<file path="src/rtl/mm_refill_ctrl_if.sv">
// Cache-side, memory-side and counter signals of the instruction-cache miss-refill controller.
// The slave modport is the controller view and the master modport is the cache/memory view.
interface mm_refill_ctrl_if;
    logic [31:0] PC;
    logic        HitWrite;
    logic [31:0] MM_Rdata;
    logic        MM_Ready;
    logic        MM_Req;
    logic [31:0] MM_Addr;
    logic        Access_MM;
    logic [31:0] Data_MM;
    logic [2:0]  index;
    logic        Stall;
    logic [19:0] CNT_PENALTY;
    logic [19:0] CNT_FILL;

    modport slave (
        input  PC, HitWrite, MM_Rdata, MM_Ready,
        output MM_Req, MM_Addr, Access_MM, Data_MM, index, Stall, CNT_PENALTY, CNT_FILL
    );

    modport master (
        output PC, HitWrite, MM_Rdata, MM_Ready,
        input  MM_Req, MM_Addr, Access_MM, Data_MM, index, Stall, CNT_PENALTY, CNT_FILL
    );
endinterface

</file>
<file path="src/rtl/mm_refill_ctrl.sv">
// Instruction-cache miss refill: one memory read per miss, one-cycle fill strobe, pipeline stall.
// Stall lasts max(MISS_PENALTY, ready latency)+1 cycles; MM_Req is held until the read word is taken.
module mm_refill_ctrl #(
    parameter int unsigned MISS_PENALTY = 4
) (
    input  logic              CLK,
    input  logic              RESET,
    mm_refill_ctrl_if.slave   bus
);
    typedef enum logic [1:0] {S_IDLE, S_REQ, S_FILL} state_t;

    localparam logic [7:0] WCNT_LAST = 8'(MISS_PENALTY - 1);

    state_t      state_q, state_d;
    logic [7:0]  wcnt_q, wcnt_d;
    logic        got_q, got_d;
    logic [31:0] data_q, data_d;
    logic [31:2] addr_q, addr_d;
    logic [19:0] cnt_pen_q, cnt_pen_d;
    logic [19:0] cnt_fill_q, cnt_fill_d;

    always_ff @(posedge CLK or negedge RESET) begin
        if (!RESET) begin
            state_q    <= S_IDLE;
            wcnt_q     <= '0;
            got_q      <= 1'b0;
            data_q     <= '0;
            addr_q     <= '0;
            cnt_pen_q  <= '0;
            cnt_fill_q <= '0;
        end else begin
            state_q    <= state_d;
            wcnt_q     <= wcnt_d;
            got_q      <= got_d;
            data_q     <= data_d;
            addr_q     <= addr_d;
            cnt_pen_q  <= cnt_pen_d;
            cnt_fill_q <= cnt_fill_d;
        end
    end

    always_comb begin
        state_d    = state_q;
        wcnt_d     = wcnt_q;
        got_d      = got_q;
        data_d     = data_q;
        addr_d     = addr_q;
        cnt_pen_d  = cnt_pen_q;
        cnt_fill_d = cnt_fill_q;
        case (state_q)
            S_IDLE: begin
                if (!bus.HitWrite) begin
                    state_d = S_REQ;
                    addr_d  = bus.PC[31:2];
                    wcnt_d  = '0;
                    got_d   = 1'b0;
                end
            end
            S_REQ: begin
                // Saturate so very slow memory cannot wrap below the penalty threshold.
                if (wcnt_q != 8'hFF) wcnt_d = wcnt_q + 8'd1;
                if (bus.MM_Ready && !got_q) begin
                    data_d = bus.MM_Rdata;
                    got_d  = 1'b1;
                end
                if ((got_q || bus.MM_Ready) && (wcnt_q >= WCNT_LAST)) state_d = S_FILL;
            end
            S_FILL:  state_d = S_IDLE;
            default: state_d = S_IDLE;
        endcase
        if (state_q != S_IDLE && cnt_pen_q != 20'hFFFFF) cnt_pen_d = cnt_pen_q + 20'd1;
        if (state_q == S_FILL && cnt_fill_q != 20'hFFFFF) cnt_fill_d = cnt_fill_q + 20'd1;
    end

    always_comb begin
        bus.MM_Req      = (state_q == S_REQ);
        bus.Access_MM   = (state_q == S_FILL);
        bus.Stall       = (state_q != S_IDLE);
        bus.MM_Addr     = {addr_q, 2'b00};
        bus.Data_MM     = data_q;
        // In IDLE the cache indexes with the live PC; during a miss it sees the latched line.
        bus.index       = (state_q == S_IDLE) ? bus.PC[4:2] : addr_q[4:2];
        bus.CNT_PENALTY = cnt_pen_q;
        bus.CNT_FILL    = cnt_fill_q;
    end
endmodule

</file>
<file path="src/flat_wrapper.sv">
// flat-port wrapper written by rule: the top's interface ports become plain ports
module mm_refill_ctrl_flat 
#(
    parameter int unsigned MISS_PENALTY = 4
)
  (CLK, RESET, bus_PC, bus_HitWrite, bus_MM_Rdata, bus_MM_Ready, bus_MM_Req, bus_MM_Addr, bus_Access_MM, bus_Data_MM, bus_index, bus_Stall, bus_CNT_PENALTY, bus_CNT_FILL);
  mm_refill_ctrl_if bus_i ();
  input  logic CLK;
  input  logic RESET;
  input wire logic [$bits(bus_i.PC)-1:0] bus_PC;
  input wire logic [$bits(bus_i.HitWrite)-1:0] bus_HitWrite;
  input wire logic [$bits(bus_i.MM_Rdata)-1:0] bus_MM_Rdata;
  input wire logic [$bits(bus_i.MM_Ready)-1:0] bus_MM_Ready;
  output wire logic [$bits(bus_i.MM_Req)-1:0] bus_MM_Req;
  output wire logic [$bits(bus_i.MM_Addr)-1:0] bus_MM_Addr;
  output wire logic [$bits(bus_i.Access_MM)-1:0] bus_Access_MM;
  output wire logic [$bits(bus_i.Data_MM)-1:0] bus_Data_MM;
  output wire logic [$bits(bus_i.index)-1:0] bus_index;
  output wire logic [$bits(bus_i.Stall)-1:0] bus_Stall;
  output wire logic [$bits(bus_i.CNT_PENALTY)-1:0] bus_CNT_PENALTY;
  output wire logic [$bits(bus_i.CNT_FILL)-1:0] bus_CNT_FILL;
  assign bus_i.PC = bus_PC;
  assign bus_i.HitWrite = bus_HitWrite;
  assign bus_i.MM_Rdata = bus_MM_Rdata;
  assign bus_i.MM_Ready = bus_MM_Ready;
  assign bus_MM_Req = bus_i.MM_Req;
  assign bus_MM_Addr = bus_i.MM_Addr;
  assign bus_Access_MM = bus_i.Access_MM;
  assign bus_Data_MM = bus_i.Data_MM;
  assign bus_index = bus_i.index;
  assign bus_Stall = bus_i.Stall;
  assign bus_CNT_PENALTY = bus_i.CNT_PENALTY;
  assign bus_CNT_FILL = bus_i.CNT_FILL;
  mm_refill_ctrl #(.MISS_PENALTY(MISS_PENALTY)) u_core (.CLK(CLK), .RESET(RESET), .bus(bus_i));
endmodule
</file>
<file path="config.mk">
export PLATFORM = sky130hd
export DESIGN_NAME = mm_refill_ctrl_flat
export DESIGN_NICKNAME = d
export VERILOG_FILES = /design/src/rtl/mm_refill_ctrl_if.sv /design/src/rtl/mm_refill_ctrl.sv /design/src/flat_wrapper.sv
export SDC_FILE = /design/constraint.sdc
export NUM_CORES = 1
export LEC_CHECK = 0
export ABC_CLOCK_PERIOD_IN_PS = 1700
export CORE_MARGIN = 5
export CORE_UTILIZATION = 41
export CTS_CLUSTER_SIZE = 25
export DETAILED_ROUTE_END_ITERATION = 12
export GPL_TIMING_DRIVEN = 0
export MAX_ROUTING_LAYER = met4
export PLACE_DENSITY = 0.81
export RECOVER_POWER = 50
export SLEW_MARGIN = 20
export SYNTH_ARGS = -nofsm -noshare
export SYNTH_HDL_FRONTEND = slang
export SYNTH_SLANG_ARGS = --single-unit
</file>
<file path="constraint.sdc">
create_clock -name CLK -period 1.7 [get_ports CLK]
set_clock_uncertainty 0.05 [all_clocks]
set_input_delay 0.51 -clock CLK [delete_from_list [all_inputs] [get_ports CLK]]
set_output_delay 0.51 -clock CLK [all_outputs]
set_load 0.02 [all_outputs]
</file>
After elaboration in Yosys (flattened, before gate mapping)
Cells that the tools add are included.
{ "totals": {"reg_bits": 113, "input_bits": 68, "out_inout_bits": 110} }
{ "classes": {"addsub": 3, "order_cmp": 1, "n_eq_ne": 9, "n_mux": 10, "n_bitwise": 1, "reduce_logical": 14} }
{ "ops": {"columns": ["operator", "n"], "rows": [
  ["adder 20 x 1 -> 20 bit (second input constant)", 2],
  ["!= test 20 bit (second input constant)", 2],
  ["2-to-1 mux 8 bit", 2],
  ["case mux 8 bit (2 select lines)", 1],
  ["adder 8 x 1 -> 8 bit (second input constant)", 1],
  ["greater-or-equal comparator 8 x 2 -> 1 bit (second input constant)", 1],
  ["!= test 8 bit (second input constant)", 1],
  ["!= test 2 x 1 -> 1 bit (second input constant)", 3],
  ["AND reduction 2 bit", 3],
  ["AND reduction 3 bit", 2],
  ["logical AND 1 bit", 4],
  ["2-to-1 mux 2 bit", 2],
  ["case mux 2 bit (2 select lines)", 1],
  ["nonzero test 2 bit", 2],
  ["2-to-1 mux 3 bit", 1],
  ["== test 2 x 1 -> 1 bit (second input constant)", 1],
  ["== test 2 bit (second input constant)", 1],
  ["logical NOT 2 bit", 1],
  ["2-to-1 mux 1 bit", 2],
  ["!= test 2 bit (second input constant)", 1],
  ["case mux 1 bit (2 select lines)", 1],
  ["logical NOT 1 bit", 1],
  ["logical OR 1 bit", 1],
  ["NOT 1 bit", 1]
]} }

Logic depth before layout (Yosys ltp)
Gate-level depths: netlist of run 1.
{ "depth": {"depth_word": 4, "depth_mapped": 7} }

Least setup slack after synthesis of run 1
No wires, ideal clock.
{ "synth_timing": {"path_kind": "reg2reg", "startpoint": "register u_core.cnt_fill_q[0], in the netlist u_core.bus.CNT_FILL[0]", "endpoint": "register u_core.cnt_fill_q[1], in the netlist u_core.bus.CNT_FILL[1]", "setup_ns": 0.128, "arrival_time_ns": 1.766, "path_slack_ns": -0.243, "path_stages_with_launch": 6, "path_buffers": 1, "period_less_slack_ns": 1.943, "cell_sequence": "dfrtp_1 -> ha_1 -> and3_1 -> buf_4 -> a311oi_4 -> mux2_1"} }
{ "synth_between": {"elab_chain_cells": 2} }
{ "synth_rtl": {"columns": ["item", "line", "text"], "rows": [
  ["start, declared", "mm_refill_ctrl.sv:20", "logic [19:0] cnt_fill_q, cnt_fill_d;"],
  ["start signal, assigned", "mm_refill_ctrl.sv:38", "cnt_fill_q <= cnt_fill_d;"],
  ["parallel branches: the longest is 2 deep, another holds adder 20 x 1 -> 20 bit", null, null]
]} }
Parallel ways; which one is timed is not known.
A chain may end at the register's enable or synchronous reset.

Worst setup path after layout of run 1
{ "layout_timing": {"startpoint": "register u_core.state_q[0]", "endpoint": "output port bus_index[0]"} }
{ "layout_between": {"elab_chain_cells": 2} }
{ "layout_rtl": {"columns": ["item", "line", "text"], "rows": [
  ["start, declared", "mm_refill_ctrl.sv:14", "state_t state_q, state_d;"],
  ["start signal, assigned", "mm_refill_ctrl.sv:32", "state_q <= state_d;"],
  ["logical NOT 2 bit", "mm_refill_ctrl.sv:82", "bus.index = (state_q == S_IDLE) ? bus.PC[4:2] : addr_q[4:2];"],
  ["2-to-1 mux 3 bit", "mm_refill_ctrl.sv:82", null],
  ["end, declared", "flat_wrapper.sv:18", "output wire logic [$bits(bus_i.index)-1:0] bus_index;"]
]} }
Every way passes these cells.

==> results of run 1 <==
-- synthesized netlist by cell type, types with 2 or more instances --
cell type  instances  share of area [%]
mux2i_1            3               0.58
nor4_1             6               0.73
and3_1             8               0.97
ha_1               3               0.73
and2_1             3               0.36
a311oi_1           3               0.51
nor2b_1            2               0.24
buf_4              8                1.2
o21ai_0            6               0.58
or3_1              2               0.24
mux2_2            33                7.2
xnor2_1            4               0.68
nor4_2             3               0.73
and4_1             4               0.68
a21oi_1           10               0.97
a31oi_1            2               0.24
a2111oi_2          5                1.5
buf_2              6               0.58
nand3_1           13                1.3
xor2_1            29                4.9
mux2_1             4               0.87
inv_1              7               0.51
clkbuf_1           5               0.36
nand4_1            9                1.1
a211oi_2           2               0.48
dfrtp_1          113                 55
nor2_1             4               0.29
nand2b_1           2               0.24
buf_6              3               0.65
o31ai_1            2               0.29
nor3_1             5               0.48
nand2_1          121                8.8
a211oi_1           7                1.0
or4_1              2               0.29
or2_1              2               0.24
-- power groups by stage --
| stage | clock network [W] | logic (W) | registers, W |
|---|---|---|---|
| 6_report | 0.00370 | 0.00663 | 0.00438 |
| 5_1_grt | 0.00387 | 0.00703 | 0.00449 |
| 4_1_cts | 0.00373 | 0.00624 | 0.00432 |
| 3_5_place_dp | 0 | 0.00570 | 0.00435 |
| 3_3_place_gp | 0 | 0.00555 | 0.00430 |
| 2_1_floorplan | 0 | 0.00197 | 0.00533 |
-- final timing paths --
kind	start	end	slack [ns]
max	u_core.state_q[0]$_DFFE_PN0P_	bus_index[0]	-0.34
min	RESET	u_core.addr_q[19]$_DFFE_PN0P_	0.38
max reg2reg	u_core.state_q[1]$_DFFE_PN0P_	u_core.bus.Data_MM[9]$_DFFE_PN0P_	-0.20
min reg2reg	u_core.addr_q[26]$_DFFE_PN0P_	u_core.addr_q[26]$_DFFE_PN0P_	0.42
max in group asynchronous	RESET	u_core.bus.CNT_PENALTY[16]$_DFFE_PN0P_	0.26
min in group CLK	u_core.addr_q[26]$_DFFE_PN0P_	u_core.addr_q[26]$_DFFE_PN0P_	0.42
-- metrics by stage --
stage	power (W)	setup WS (ns)	cell area [um2]	utilization, %
after floorplan	0.007302	-0.1190	5258	-
after global placement	0.009851	-4.527	7204	57.56
after detailed placement	0.01006	-0.6068	7233	57.79
after CTS	0.01428	-0.3438	8454	67.54
after global routing	0.01540	-0.3852	8957	71.56
final	0.01471	-0.3410	8957	71.56
-- flip-flops by register name, summed over array words and instances (netlist names) --
signal                  flops
u_core.addr_q              30
u_core.wcnt_q               8
u_core.bus.CNT_FILL        20
u_core.got_q                1
u_core.state_q              2
u_core.bus.Data_MM         32
u_core.bus.CNT_PENALTY     20
-- cells by family (layout without fill, tap and decap cells) --
family / Yosys count / after routing / share of synthesized area, %
xor gates and xnor gates: 33 / 33 / 5.584
AOI/OAI and AO/OA: 46 / 46 / 7.904
other: 1 / 2 / 0.07245
adders and majority gates: 3 / 3 / 0.7252
muxes: 40 / 40 / 8.629
DFF: 113 / 113 / 54.63
buffers and inverters: 30 / 307 / 3.360
and+or+nand+nor: 196 / 196 / 19.10
-- final cells by class --
cell class	count	area (um2)	share of cell area, %
clock inverters	10	131.4	1.467
well taps	172	215.2	2.403
inverters	8	37.54	0.4191
plain buffers	19	195.2	2.179
clock buffers	22	484.2	5.406
repair buffers	248	2318	25.88
flip-flops and latches	113	2856	31.89
multi-input cells	320	2719	30.35
-- metal layers --
layer,GRT usage (%),vias to the layer above
met2,34.80,186
met1,23.39,2318
met5,-,-
met4,6.858,0
li1,-,2139
met3,5.300,43
-- cells in the final DEF (no fill, tap or decap), types with 4 or more instances in the layout --
cell type,count
xor2_1,29
clkbuf_2,9
clkdlybuf4s50_1,64
buf_6,29
buf_2,19
dfrtp_2,23
nand3_1,10
clkbuf_16,17
a211oi_2,4
and3_1,5
inv_1,6
nor4_4,5
dlygate4sd2_1,14
mux2_4,33
clkdlybuf4s15_1,41
a2111oi_4,7
clkbuf_8,4
dfrtp_1,90
buf_8,5
nand4_1,9
nand2_1,115
a21oi_1,6
buf_4,61
a21oi_2,4
clkinv_2,5
a311oi_2,4
nand2_2,6
o21ai_0,6
xnor2_1,4
clkdlybuf4s15_2,20
-- critical path: cells and delay by family, from the launching register on --
| family | cells | cell delay, ns |
|---|---|---|
| DFF | 1 | 0.39 |
| and+or+nand+nor | 3 | 0.28 |
| buffers and inverters | 3 | 0.38 |
-- timing repair --
| action | in CTS | in global routing |
|---|---|---|
| cloned | 4 | 0 |
| endpoints found under the hold margin | 0 | 0 |
| setup endpoints to repair | 194 | 159 |
| pin swaps | 15 | 45 |
| setup buffers | 37 | 36 |
| gates resized for setup | 310 | 151 |
==> reports/metrics.yaml, run 1 <==
worst_setup_path:
  crit_slowest_cell: "dfrtp_1"
  critPathCaptureType: "primary output"
  cp.arrival_ns: 1.48
  worstPathMaxFanout: 6
  path_cells: "buf_8 -> nor2_4 -> buf_6 -> nand2_2 -> nand2_2 -> buf_6"
  required_ns: 1.14
  slowest_delay_ns: 0.39
  ff2ff_path_depth: 8
  worstSetupStartpointType: "flip-flop"
  worstSetupPathType: "flip-flop to primary output"
clock_network:
  cts.path.max_buffers: 2
  cts_hold_buf: 0
  cts_htree_levels: 4
  cts_tree: "built"
  clk_pin_slew_ns: 0.05
  clkLatencyLatePin_ns: 0.42
  clockRootBuffer: "clkbuf_16"
  cts.sinks: 113
  numCtsBuffers: 17
job:
  drv_cap: 0
power_and_ir_drop:
  clkPwrFrac_pct: 25.2
  netSwitchingFraction_pct: 36.65
  p_switching_w: 0.005391
  power_density_mw_per_mm2: 1642
  ir_drop_mv: 0.6809
  intPower_w: 0.009318
  power_frac_seq_pct: 29.8
  leakagePower_nw: 4.140
  combPwrFrac_pct: 45.1
grt:
  grt_pass1_wl_um: 23220
  antenna_found_initial: 0
  grt_remaining_overflow: 0
  grtUsageTotal_pct: 20.38
  grt_pass1_vias: 4660
  grt_max_degree: 58
worst_hold_path:
  hp-class: "input pin to async pin"
placement:
  port_buffers: 173
  hpwl_um: 9776
  dp.cells: 809
  gp_congestion: 0.8412
synth:
  postSynth.asyncResetShare_pct: 100.0
  syn_avg_cell_area_um2: 11.20
  ys.flop_type: "dfrtp_1"
  synth-seq-area-share_pct: 54.63
  mappedNetlistArea_mm2: 0.005176
  yosysWarnings: 0
  synthCells: 462
  ys_types: 56
  synth_edf_count: 0
  ys_seq_elements: 113
sta:
  setup_viol: 62
  tightest_slew_ns: 1.426
  final.min_clock_period_ns: 2.041
  hold_viol: 0
  slew_viol_final: 0
  clock.fmax_mhz: 490.0
  finalWorstSetupSlack_ns: -0.3410
  post-route-period-util_pct: 120.1
  setup-tns-final_ns: -6.281
  rsz0062_at_grt: "yes"
  fin_hold_ws_ns: 0.3778
  slew_headroom_pct: 4.919
final_layout:
  fin_nets: 798
  diodes: 0
  area_delta_synth_final_pct: 73.05
  n_fill_cell: 863
  instances_no_fill: 912
  drive_gt1_share_pct: 41.22
detailed_routing:
  vias: 4686
  wl_met2_um: 8894
  firstDrtPassIters: 4
  routedWlPerCell_um: 18.58
  drcViolationCount: 0
  dr.max_layer_used: "met4"
  wl_met1_um: 6605
  vias_per_cell: 5.138
  drt_iter0_drc: 269
  wl_met3_um: 1041
  ant_nets: 0
  routed_wl_um: 16950
floorplanning:
  rows: 41
  die_w_um: 122.4
  core_mm2: 0.01252
  die_height_um: 122.4
  die-area_mm2: 0.01497
  io_pins: 178
  initial_utilization_pct: 41.35
outcome:
  violations: "setup timing"
  outcome: "finished with violations"
(Power assumes the default switching activity.)
==> run 2, diff against run 1 <==
--- a/config.mk
+++ b/config.mk
@@ -7,14 +7,13 @@
 export LEC_CHECK = 0
 export ABC_CLOCK_PERIOD_IN_PS = 1700
 export CORE_MARGIN = 5
-export CORE_UTILIZATION = 41
+export CORE_UTILIZATION = 35
 export CTS_CLUSTER_SIZE = 25
 export DETAILED_ROUTE_END_ITERATION = 12
 export GPL_TIMING_DRIVEN = 0
 export MAX_ROUTING_LAYER = met4
-export PLACE_DENSITY = 0.81
+export PLACE_DENSITY = 0.72
 export RECOVER_POWER = 50
-export SLEW_MARGIN = 20
 export SYNTH_ARGS = -nofsm -noshare
 export SYNTH_HDL_FRONTEND = slang
 export SYNTH_SLANG_ARGS = --single-unit
==> reports/metrics.yaml, run 2 (synthesis results as in run 1) <==
final_layout:
  drive_gt1_share_pct: 40.68  # was 41.22%
  final_common_cell: "nand2_1"  # unchanged
  utilization_pct: 61.32  # was 71.56%
  area_delta_synth_final_pct: 72.18  # was 73.05%
  n_fill_cell: 1164  # was 863
  diodes: 0  # unchanged
  fin_nets: 798  # unchanged
  largest_reg_flops: 32  # unchanged
  final_cell_mix: "nand2_1 (115), dfrtp_1 (87), clkdlybuf4s50_1 (64)"  # was nand2_1 (115), dfrtp_1 (90), clkdlybuf4s50_1 (64)
sta:
  rsz0062_at_grt: "yes"  # unchanged
  setup_viol: 62  # unchanged
  fin_hold_ws_ns: 0.4182  # was 0.3778 ns
  hold_viol: 0  # unchanged
  clock.fmax_mhz: 500.2  # was 490.0 MHz
  post-route-period-util_pct: 117.6  # was 120.1%
  slew_headroom_pct: 57.07  # was 4.919%
  tightest_slew_ns: 0.6439  # was 1.426 ns
  finalWorstSetupSlack_ns: -0.2991  # was -0.3410 ns
  slew_viol_final: 0  # unchanged
  setup-tns-final_ns: -5.647  # was -6.281 ns
  final.min_clock_period_ns: 1.999  # was 2.041 ns
grt:
  grt_pass1_wl_um: 23390  # was 23220 um
  grt_pass1_vias: 4685  # was 4660
  antenna_found_initial: 0  # unchanged
  grtUsageTotal_pct: 16.75  # was 20.38%
  grt_max_degree: 91  # was 58
  grt_remaining_overflow: 0  # unchanged
floorplanning:
  die-area_mm2: 0.01732  # was 0.01497 mm2
  rows: 44  # was 41
  core_mm2: 0.01453  # was 0.01252 mm2
  die_height_um: 131.6  # was 122.4 um
  io_pins: 178  # unchanged
  die_w_um: 131.6  # was 122.4 um
  initial_utilization_pct: 35.61  # was 41.35%
worst_setup_path:
  required_ns: 1.14  # about the same
  cp.arrival_ns: 1.44  # was 1.48 ns
  worstSetupPathType: "flip-flop to primary output"  # unchanged
  worstPathMaxFanout: 5  # was 6
  worstSetupStartpointType: "flip-flop"  # unchanged
  critPathCaptureType: "primary output"  # unchanged
  reg2reg_slack_ns: -0.21  # was -0.20 ns
detailed_routing:
  vias_per_cell: 4.949  # was 5.138
  routed_wl_um: 15330  # was 16950 um
  drcViolationCount: 0  # unchanged
  routedWlPerCell_um: 16.59  # was 18.58 um
  ant_nets: 0  # unchanged
  drt_iter0_drc: 221  # was 269
  firstDrtPassIters: 4  # unchanged
  vias: 4573  # was 4686
clock_network:
  cts.path.max_buffers: 2  # unchanged
  cts_tree: "built"  # unchanged
  cts_htree_levels: 4  # unchanged
  clockRootBuffer: "clkbuf_16"  # unchanged
  clkLatencyLatePin_ns: 0.41  # was 0.42 ns
  cts.sinks: 113  # unchanged
  clk_pin_slew_ns: 0.05  # about the same
  numCtsBuffers: 17  # unchanged
power_and_ir_drop:
  power_density_mw_per_mm2: 1608  # was 1642 mW/mm2
  ir_drop_mv: 0.7962  # was 0.6809 mV
  leakagePower_nw: 4.138  # was 4.140 nW
  power_w: 0.01433  # was 0.01471 W
worst_hold_path:
  hp-class: "flip-flop to flip-flop"  # was input pin to async pin
outcome:
  violations: "setup timing"  # unchanged
  outcome: "finished with violations"  # unchanged
placement:
  hpwl_um: 9709  # was 9776 um
  gp_congestion: 0.8451  # was 0.8412
  port_buffers: 173  # unchanged
job:
  drv_cap: 0  # unchanged
## run 2: changes by cell type in the layout (fill, tap and decap cells not counted), sizes merged
cell           previous run  this run
dlygate4sd2              14        19
clkinv                    7         9
clkdlybuf4s15            61        55
buf                     119       118
dlygate4sd3               0         1
clkbuf                   31        30
## run 2: layer usage
layer | track usage [%] | share of wire [%]
met1 | 19.97 | 43
met2 | 26.83 | 51
met3 | 6.154 | 5.8
met4 | 4.571 | 0.93
met5 | - | 0
## run 2: final cells by class
class / count / area [um2] / share of cell area (%)
Inverter: 8 / 37.54 / 0.4212
Multi-Input combinational cell: 320 / 2674 / 30.00
Sequential cell: 113 / 2860 / 32.09
Timing Repair Buffer: 248 / 2318 / 26.01
Clock buffer: 20 / 466.7 / 5.237
Buffer: 19 / 187.7 / 2.106
Tap cell: 184 / 230.2 / 2.583
Clock inverter: 12 / 137.6 / 1.544
## run 2: worst paths after layout
path	startpoint	end	cells past startpoint
min	u_core.addr_q[15]$_DFFE_PN0P_	u_core.addr_q[15]$_DFFE_PN0P_	2
max in group asynchronous	RESET	u_core.bus.CNT_PENALTY[12]$_DFFE_PN0P_	3
max reg2reg	u_core.state_q[0]$_DFFE_PN0P_	u_core.wcnt_q[5]$_DFFE_PN0P_	7
max	u_core.state_q[0]$_DFFE_PN0P_	bus_index[2]	6
min reg2reg	u_core.addr_q[15]$_DFFE_PN0P_	u_core.addr_q[15]$_DFFE_PN0P_	2
min in group asynchronous	RESET	u_core.addr_q[22]$_DFFE_PN0P_	2
## run 2: per-stage QoR
step | instance area (um2) | worst slack [ns] | std cells
after floorplan | 5258 | -0.1190 | 463
after CTS | 8198 | -0.3296 | 882
after detailed placement | 7248 | -0.6065 | 821
final | 8912 | -0.2991 | 924
after global routing | 8912 | -0.3845 | 924
after global placement | 7219 | -4.706 | 820
## run 2: power by group
part           switching, W  total [W]  leakage, nW  internal, W
clock               0.00121    0.00361        0.305      0.00240
combinational       0.00326    0.00636         2.44      0.00310
sequential         0.000696    0.00436         1.40      0.00366
total               0.00517     0.0143         4.14      0.00916
## run 2: timing repair
action / in CTS / in global routing
resized for setup: 273 / 164
setup buffers: 28 / 41
endpoints found under the setup margin: 196 / 156
pin swaps: 16 / 33
cloned: 1 / 4
hold endpoints to repair: 23 / 0
hold buffers: 1 / 0
## run 2: critical path, cell delays in order, from the launching register on
cell	delay (ns)
dfrtp_1	0.38
buf_6	0.14
nor2_4	0.14
buf_6	0.13
nand2_1	0.05
nand2_1	0.07
buf_6	0.12
